File: config.mk
export PLATFORM = sky130hd
export DESIGN_NAME = instr_buffer_mw
export DESIGN_NICKNAME = d
export VERILOG_FILES = /design/src/rtl/ibuf_pkg.sv /design/src/rtl/ibuf_checker.sv /design/src/rtl/ibuf_perf.sv /design/src/rtl/instr_buffer_mw.sv
export SDC_FILE = /design/constraint.sdc
export NUM_CORES = 2
export LEC_CHECK = 0
export ABC_AREA = 1
export BUFFER_PORTS_ARGS = -buffer_cell sky130_fd_sc_hd__buf_2
export CAP_MARGIN = 20
export CORE_UTILIZATION = 42
export DETAILED_ROUTE_END_ITERATION = 6
export HOLD_SLACK_MARGIN = 0.02
export PLACE_DENSITY = 0.59
export SLEW_MARGIN = 25
export SYNTH_ARGS = -nofsm -noshare
export SYNTH_HDL_FRONTEND = slang
export SYNTH_SLANG_ARGS = --single-unit
export TNS_END_PERCENT = 20
File: constraint.sdc
create_clock -name clock -period 5.1 [get_ports clock]
set_input_delay 0.51 -clock clock [delete_from_list [all_inputs] [get_ports clock]]
set_output_delay 0.51 -clock clock [all_outputs]
set_load 0.005 [all_outputs]
File: src/rtl/ibuf_pkg.sv
// Shared types and default sizing for the multi-wide instruction buffer.
// Optional performance counters are enabled with the IBUF_PERF_EN macro.
package ibuf_pkg;

    localparam int XLEN            = 32;
    localparam int GHR_W           = 8;
    localparam int IBUF_DEPTH_DEF  = 16;
    localparam int IBUF_PUSH_W_DEF = 2;
    localparam int IBUF_POP_W_DEF  = 2;
    localparam int PERF_W          = 32;
    localparam int PERF_FLUSH_W    = 16;

    // One buffered instruction with its branch-predictor context.
    typedef struct packed {
        logic [XLEN-1:0]  pc;
        logic [XLEN-1:0]  inst;
        logic             bp_pred_taken;
        logic [XLEN-1:0]  bp_pred_target;
        logic [GHR_W-1:0] bp_ghr_snapshot;
    } ibuf_entry_t;

endpackage

File: src/rtl/ibuf_checker.sv
// Protocol and occupancy checks for instr_buffer_mw; contains no design state.
module ibuf_checker #(
    parameter int DEPTH  = 16,
    parameter int PUSH_W = 2,
    parameter int POP_W  = 2
) (
    input logic                         clock,
    input logic                         reset,
    input logic [$clog2(PUSH_W+1)-1:0]  push_cnt,
    input logic [$clog2(POP_W+1)-1:0]   pop_cnt,
    input logic [$clog2(DEPTH+1)-1:0]   count
);

    // Over-wide bundles and occupancy overflow are errors; a pop beyond occupancy is only flagged.
    always @(posedge clock) begin
        if (reset) begin
            assert (int'(push_cnt) <= PUSH_W)
                else $error("ibuf: push_cnt_i exceeds PUSH_W");
            assert (int'(pop_cnt) <= POP_W)
                else $error("ibuf: pop_cnt_i exceeds POP_W");
            assert (int'(count) <= DEPTH)
                else $error("ibuf: occupancy exceeds DEPTH");
            assert (int'(pop_cnt) <= int'(count))
                else $warning("ibuf: pop request clamped to occupancy");
        end
    end

endmodule

File: src/rtl/ibuf_perf.sv
// Saturating occupancy/stall/flush event counters for the instruction buffer.
// Present only when IBUF_PERF_EN is defined; cleared by reset, never by flush.
`ifdef IBUF_PERF_EN
module ibuf_perf
    import ibuf_pkg::*;
(
    input  logic                    clock,
    input  logic                    reset,
    input  logic                    full_stall_ev,
    input  logic                    empty_ev,
    input  logic                    flush_ev,
    output logic [PERF_W-1:0]       perf_full_stall_o,
    output logic [PERF_W-1:0]       perf_empty_cycles_o,
    output logic [PERF_FLUSH_W-1:0] perf_flush_o
);

    logic [PERF_W-1:0]       full_stall_r;
    logic [PERF_W-1:0]       empty_r;
    logic [PERF_FLUSH_W-1:0] flush_r;

    // Each counter sticks at all-ones once reached.
    always_ff @(posedge clock or negedge reset) begin
        if (!reset) begin
            full_stall_r <= {PERF_W{1'b0}};
            empty_r      <= {PERF_W{1'b0}};
            flush_r      <= {PERF_FLUSH_W{1'b0}};
        end else begin
            if (full_stall_ev && (full_stall_r != {PERF_W{1'b1}})) begin
                full_stall_r <= full_stall_r + PERF_W'(1);
            end
            if (empty_ev && (empty_r != {PERF_W{1'b1}})) begin
                empty_r <= empty_r + PERF_W'(1);
            end
            if (flush_ev && (flush_r != {PERF_FLUSH_W{1'b1}})) begin
                flush_r <= flush_r + PERF_FLUSH_W'(1);
            end
        end
    end

    assign perf_full_stall_o   = full_stall_r;
    assign perf_empty_cycles_o = empty_r;
    assign perf_flush_o        = flush_r;

endmodule
`endif

File: src/rtl/instr_buffer_mw.sv
// Multi-wide fetch-to-decode instruction buffer with branch-predictor metadata.
// Define IBUF_PERF_EN to add saturating performance counter outputs.
module instr_buffer_mw
    import ibuf_pkg::*;
#(
    parameter int DEPTH  = IBUF_DEPTH_DEF,
    parameter int PUSH_W = IBUF_PUSH_W_DEF,
    parameter int POP_W  = IBUF_POP_W_DEF,
    parameter int GH     = GHR_W
) (
    input  logic                           clock,
    input  logic                           reset,
    input  logic                           flush_i,
    input  logic [$clog2(PUSH_W+1)-1:0]    push_cnt_i,
    input  logic [PUSH_W-1:0][31:0]        push_pc_i,
    input  logic [PUSH_W-1:0][31:0]        push_inst_i,
    input  logic [PUSH_W-1:0]              push_bp_pred_taken_i,
    input  logic [PUSH_W-1:0][31:0]        push_bp_pred_target_i,
    input  logic [PUSH_W-1:0][GH-1:0]      push_bp_ghr_snapshot_i,
    output logic                           push_ready_o,
    output logic [$clog2(DEPTH+1)-1:0]     free_cnt_o,
    input  logic [$clog2(POP_W+1)-1:0]     pop_cnt_i,
    output logic [POP_W-1:0]               pop_valid_o,
    output logic [POP_W-1:0][31:0]         pop_pc_o,
    output logic [POP_W-1:0][31:0]         pop_inst_o,
    output logic [POP_W-1:0]               pop_bp_pred_taken_o,
    output logic [POP_W-1:0][31:0]         pop_bp_pred_target_o,
    output logic [POP_W-1:0][GH-1:0]       pop_bp_ghr_snapshot_o,
`ifdef IBUF_PERF_EN
    output logic [PERF_W-1:0]              perf_full_stall_o,
    output logic [PERF_W-1:0]              perf_empty_cycles_o,
    output logic [PERF_FLUSH_W-1:0]        perf_flush_o,
`endif
    output logic [$clog2(DEPTH+1)-1:0]     count_o
);

    localparam int PTR_W  = $clog2(DEPTH);
    localparam int CNT_W  = $clog2(DEPTH+1);
    localparam int PSH_CW = $clog2(PUSH_W+1);

    // GH wider than GHR_W would be truncated in storage; keep GH <= GHR_W.
    ibuf_entry_t      mem_r [DEPTH];
    ibuf_entry_t      push_entry_s [PUSH_W];

    logic [PTR_W-1:0] head_r;
    logic [PTR_W-1:0] tail_r;
    logic [CNT_W-1:0] count_r;
    logic [CNT_W-1:0] free_cnt_r;
    logic             push_ready_r;

    logic             do_push_s;
    logic [CNT_W-1:0] push_amt_s;
    logic [CNT_W-1:0] pop_req_s;
    logic [CNT_W-1:0] pop_eff_s;
    logic [CNT_W-1:0] count_next_s;
    logic [CNT_W-1:0] free_next_s;
    logic [PTR_W-1:0] head_next_s;
    logic [PTR_W-1:0] tail_next_s;
    logic             push_ready_next_s;

    // Pack the incoming lanes into storage entries.
    always_comb begin
        for (int j = 0; j < PUSH_W; j++) begin
            push_entry_s[j].pc              = push_pc_i[j];
            push_entry_s[j].inst            = push_inst_i[j];
            push_entry_s[j].bp_pred_taken   = push_bp_pred_taken_i[j];
            push_entry_s[j].bp_pred_target  = push_bp_pred_target_i[j];
            push_entry_s[j].bp_ghr_snapshot = GHR_W'(push_bp_ghr_snapshot_i[j]);
        end
    end

    // Next-state pointer and occupancy math; readiness comes from the pre-edge count only.
    always_comb begin
        do_push_s = push_ready_r && (push_cnt_i != PSH_CW'(0));

        if (do_push_s) begin
            push_amt_s = CNT_W'(push_cnt_i);
        end else begin
            push_amt_s = CNT_W'(0);
        end

        pop_req_s = CNT_W'(pop_cnt_i);
        if (pop_req_s > count_r) begin
            pop_eff_s = count_r;
        end else begin
            pop_eff_s = pop_req_s;
        end

        if (flush_i) begin
            count_next_s = CNT_W'(0);
            head_next_s  = PTR_W'(0);
            tail_next_s  = PTR_W'(0);
        end else begin
            count_next_s = count_r + push_amt_s - pop_eff_s;
            head_next_s  = head_r + pop_eff_s[PTR_W-1:0];
            tail_next_s  = tail_r + push_amt_s[PTR_W-1:0];
        end

        free_next_s       = CNT_W'(DEPTH) - count_next_s;
        push_ready_next_s = (free_next_s >= CNT_W'(PUSH_W));
    end

    // Control state; status outputs are registered alongside the count they derive from.
    always_ff @(posedge clock or negedge reset) begin
        if (!reset) begin
            head_r       <= PTR_W'(0);
            tail_r       <= PTR_W'(0);
            count_r      <= CNT_W'(0);
            free_cnt_r   <= CNT_W'(DEPTH);
            push_ready_r <= 1'b1;
        end else begin
            head_r       <= head_next_s;
            tail_r       <= tail_next_s;
            count_r      <= count_next_s;
            free_cnt_r   <= free_next_s;
            push_ready_r <= push_ready_next_s;
        end
    end

    // Storage array is deliberately unreset; lanes land at consecutive slots from tail.
    always_ff @(posedge clock) begin
        for (int j = 0; j < PUSH_W; j++) begin
            if (do_push_s && !flush_i && (PSH_CW'(j) < push_cnt_i)) begin
                mem_r[tail_r + PTR_W'(j)] <= push_entry_s[j];
            end
        end
    end

    for (genvar i = 0; i < POP_W; i++) begin : g_pop
        logic [PTR_W-1:0] rd_idx_s;
        assign rd_idx_s                 = head_r + PTR_W'(i);
        assign pop_valid_o[i]           = (count_r > CNT_W'(i));
        assign pop_pc_o[i]              = mem_r[rd_idx_s].pc;
        assign pop_inst_o[i]            = mem_r[rd_idx_s].inst;
        assign pop_bp_pred_taken_o[i]   = mem_r[rd_idx_s].bp_pred_taken;
        assign pop_bp_pred_target_o[i]  = mem_r[rd_idx_s].bp_pred_target;
        assign pop_bp_ghr_snapshot_o[i] = GH'(mem_r[rd_idx_s].bp_ghr_snapshot);
    end

    assign count_o      = count_r;
    assign free_cnt_o   = free_cnt_r;
    assign push_ready_o = push_ready_r;

`ifdef IBUF_PERF_EN
    ibuf_perf u_perf (
        .clock               (clock),
        .reset               (reset),
        .full_stall_ev       ((push_cnt_i != PSH_CW'(0)) && !push_ready_r),
        .empty_ev            ((count_r == CNT_W'(0)) && !flush_i),
        .flush_ev            (flush_i),
        .perf_full_stall_o   (perf_full_stall_o),
        .perf_empty_cycles_o (perf_empty_cycles_o),
        .perf_flush_o        (perf_flush_o)
    );
`endif

    ibuf_checker #(
        .DEPTH  (DEPTH),
        .PUSH_W (PUSH_W),
        .POP_W  (POP_W)
    ) u_checker (
        .clock    (clock),
        .reset    (reset),
        .push_cnt (push_cnt_i),
        .pop_cnt  (pop_cnt_i),
        .count    (count_r)
    );

endmodule
* Word level (Yosys, flattened, before mapping)
Memory sizes are Yosys's and may differ from the RTL's.
Index checks and enable logic that the tools add are counted.
** Operators by class
- $add $sub $neg :: 7
- $lt $le $gt $ge :: 6
- Mux-type cells :: 9
- Reduce and logical (&&, ||, !) cells :: 6
** Operators with widths (count)
- 5-bit by 1-bit greater-than comparator with 1-bit output (second input constant) :: 2
- 5-bit two-way mux :: 2
- 4-bit by 1-bit adder with 4-bit output (second input constant) :: 2
- 4-bit adder :: 2
- 4-bit two-way mux :: 2
- 5-bit adder :: 1
- 5-bit by 2-bit >= comparator with 1-bit output (second input constant) :: 1
- 2-bit by 5-bit greater-than comparator with 1-bit output :: 1
- 5-bit subtractor :: 1
- 5-bit subtractor (first input constant) :: 1
- 1-bit logical AND :: 4
- 1-bit by 2-bit < comparator with 1-bit output (first input constant) :: 2
- 1-bit two-way mux :: 4
- 2-bit two-way mux :: 1
- 2-bit nonzero test :: 1
- 1-bit logical NOT :: 1
** Word-level totals
- Register bits :: 19
- Memory bits (writable) :: 1680
- Input port bits :: 217
- Word-level logic and storage cells :: 34
- Memories :: 1
** Memory list
- mem_r :: words 16, width 105, rd ports 2, clocked after memory_dff 0, wr ports 2, line instr_buffer_mw.sv:42 : ibuf_entry_t mem_r [DEPTH];

* Longest topological paths before layout
- Depth after elaboration :: 8
- Mapped depth :: 21
- Depth with buffers taken out :: 21

* Worst setup path before layout
No wires, ideal clock.
- Path type :: input port to flip-flop
- From :: in flush_i
- To :: mem mem_r[12][0] (netlist name), enable pin
- Setup time :: 0.467 ns
- Arrival time :: 3.615 ns
- Data required time :: 4.633 ns
- Setup slack :: 1.018 ns
- Stages on the path :: 5
- Path buffers :: 2
- Path through :: buf_2 -> a21oi_1 -> clkbuf_1 -> nand2_1 -> nand2_1
** RTL lines
- start: declaration :: line instr_buffer_mw.sv:13 : input logic flush_i,
- end: declaration :: line instr_buffer_mw.sv:42

==> summary by stage <==
Worst setup path
Counting buffers and inverters, the worst setup path is 8 cells deep. The cell with the biggest individual delay on the critical path is dfrtp_4. By instance count, the cell type seen most on the critical path is nand2_1.

STA classifies the critical path startpoint as a flop. The number of cells on the worst reg-to-reg path is 20. The worst setup path is of the reg -> out kind. The capturing element type of the critical path is an output port. The reg-to-reg setup timing slack is 1.44 ns. The required time of the critical path is 4.59 ns.

The data arrival time of the critical path is 4.21 ns. In this run the worst path has a maximum fanout of 241. In this design, the stage delay of the slowest critical-path cell is 0.77 ns. On the critical path the largest part of the delay comes from buffers and inverters.

The signal on the critical path passes through buf_12, buf_4, o21ai_0, nand2_1, nand2_1, o211ai_1, nand2_1, buf_2. The critical path contains buffers and inverters numbering 3 combined.

STA
The final critical-path required period is 4.72 ns. The clock tree skew after final layout is 0.0257 ns. Setup repair after global routing left no endpoint under its margin.

The headroom to the max-slew limit is 23.0%. The number of failing hold endpoints at the final stage came to 0. Setup violations remaining at the end of the flow were counted as 0. After routing, the total negative slack on setup checks comes to 0 ns. The number of slew-limit violations in the final report is 0. The highest attainable clock frequency is 0.212 GHz. The slew at the pin with the worst max-slew slack is 1.16 ns. The final critical path takes up 92.6% of the cycle.

Worst hold path
In this run the worst hold path is classified as in -> async.

Power
The highest ir drop seen on vdd is 1.20 mV. For this design the ratio of total power to cell area is 533 mW/mm². In this run the static leakage power is 45.2 nW.

CTS
The number of buffers between clock root and the deepest sink is 3. For the worst-skew pair, the clock arrives at the later sink with an insertion delay of 0.84 ns. CTS built an H-tree with a depth of 4. The clock tree from TritonCTS is done. Clock tree synthesis found a total of 1698 sinks.

After clock tree synthesis, the clock-pin slew on the worst setup and hold paths is 0.06 ns. The clock root buffer is clkbuf_16. Post-CTS timing repair inserted 0 buffers for setup. The total clock buffers created by CTS is 195.

Layout
Leaving out fill and tap cells, the most frequent cells in the layout are nand2_1, o21ai_0, edfxtp_1, inv_1, nand3_1. The post-route netlist has 7.26% of its cells at a drive strength greater than 1. The net count of the finished layout is 12900. After routing the design area is 0.112 mm². The area growth from synthesis to layout is 9.20%. Leaving out fill and tap cells, the most frequent cell in the layout is nand2_1.

Synthesis
The mean area per synthesized cell is 7.74 µm². During synthesis, Yosys emitted a total of 0 warnings. After synthesis the netlist holds a flip-flop and latch count of 1698. Sorting the synthesized cells by area gives the leading types as edfxtp_1, nand2_1, o21ai_0. The mapped netlist covers 0.103 mm².

The sequential cell area fraction in the yosys report is 49.5%. The synthesized netlist contains 29 unique library cells. Of all cell types, the one taking the most synthesized area is edfxtp_1. The cell count after synthesis came out at 13300.

Synthesis produced a netlist with a net count of 13500. The share of Yosys cell area claimed by the top area cell type is 49.1%.

Die
The floorplan has 181 rows. In this run the horizontal extent of the chip is 497 µm. The effective utilization at floorplan is 42.2%.

The number of top-level design ports is 440. Measured along the y axis, the die boundary spans 497 µm. The die covers 0.247 mm². The core area is 0.243 mm².

Global route
Entering global routing, the biggest net connects 321 pins. The first-pass GRT wire length is 547 mm. The total track usage is 29.9%.

The via count of the first global-routing pass is 84300. The total global routing overflow is 0. The number of antenna violations at the first check in global routing is 67.

Routing
After detailed routing, the average wire length per cell comes to 23.5 µm. The number of routed nets with antenna violations is 0. The violation count after the first detailed-routing iteration is 11600. The count of unresolved DRC violations after routing is 1.

Using the TritonRoute via totals, the vias-per-cell ratio works out to 5.80. The number of optimization iterations in the first detailed-route pass is 7. The final wirelength is 378 mm. The total vias in the final route is 93200.

Run status
The final reports fail on DRC. The run finished, with violations left.

Placed design
Detailed placement finished with a half-perimeter wire length of 204 mm. Once placement finished, the instance area stood at 0.106 mm². The count of port buffers added during placement is 439.

The placer's final routability congestion estimate is 0.840.

Run
Across the run, the number of max-cap violations was 0.
==> layout make-up <==
type                            instances  area (µm²)
Fill cell                           23500      131000
Sequential cell                      1698       50900
Multi-Input combinational cell       9200       42700
Clock buffer                          238        5150
Timing Repair Buffer                  613        4510
Tap cell                             3202        4010
Inverter                              991        3760
Clock inverter                        118        1080
Antenna cell                           29        72.6
==> Yosys cell counts (all sizes together) <==
library cell and count:
conb 1, o21ai 2945, dfstp 2, or2 1, o211ai 631, inv 990, nand3 848, clkbuf 763
a211oi 1, nand2 4282, dfrtp 16, buf 623, xnor2 1, xor2 3, clkinv 1, fa 4
edfxtp 1680, ha 15, nor3 3, a21oi 426, nor2 39
==> stage by stage <==
step	setup slack, ns	cells	util (%)	power, mW	hold WS, ns
2_1_floorplan	1.02	13300	-	35.0	0.214
3_3_place_gp	1.09	15700	43.5	45.0	0.474
3_5_place_dp	1.32	15700	43.5	45.5	0.482
4_1_cts	0.497	16100	46.1	59.4	0.108
5_1_grt	0.194	16100	46.1	63.0	0.161
6_report	0.379	16100	46.1	59.8	0.153
==> path summary, 6_finish.rpt <==
path	from	end
max	head_r[0]	pop_inst_o[41]
min	reset	tail_r[1]
max reg2reg	count_o[1]	push_ready_o
min reg2reg	tail_r[3]	tail_r[3]
max in group asynchronous	reset	head_r[0]
min in group clock	push_inst_i[17]	mem_r[9][58]
==> power breakdown <==
group / internal [mW] / switching [mW]
Clock: 8.05 / 6.01
Sequential: 16.1 / 0.313
Combinational: 8.51 / 20.7
Total: 32.7 / 27.1
==> kinds of logic after synthesis <==
| group | synth area share [%] |
|---|---|
| buffers and inverters | 9.17 |
| other | 0.00365 |
| AO/OA/AOI/OAI | 21.0 |
| adder cells (fa/ha/maj) | 0.261 |
| XOR/XNOR | 0.0414 |
| AND/OR/NAND/NOR | 19.9 |
| flip-flops | 49.5 |
==> metal layers <==
metal / GRT usage [%] / wire (µm)
met3: 4.43 / 35500
met4: 14.1 / 18400
met2: 49.5 / 176000
met1: 38.3 / 148000
met5: 0 / 184
==> registers in the layout, summed over array words and instances, names as in the netlist <==
signal        flops
head_r            4
free_cnt_o        5
mem_r          1680
push_ready_o      1
tail_r            4
count_o           4
==> timing repair <==
action | 4_1_cts | 5_1_grt
hold endpoints to repair | 22 | 0
hold buffers | 2 | 0
resized for setup | 0 | 0
(Power assumes the default switching activity.)
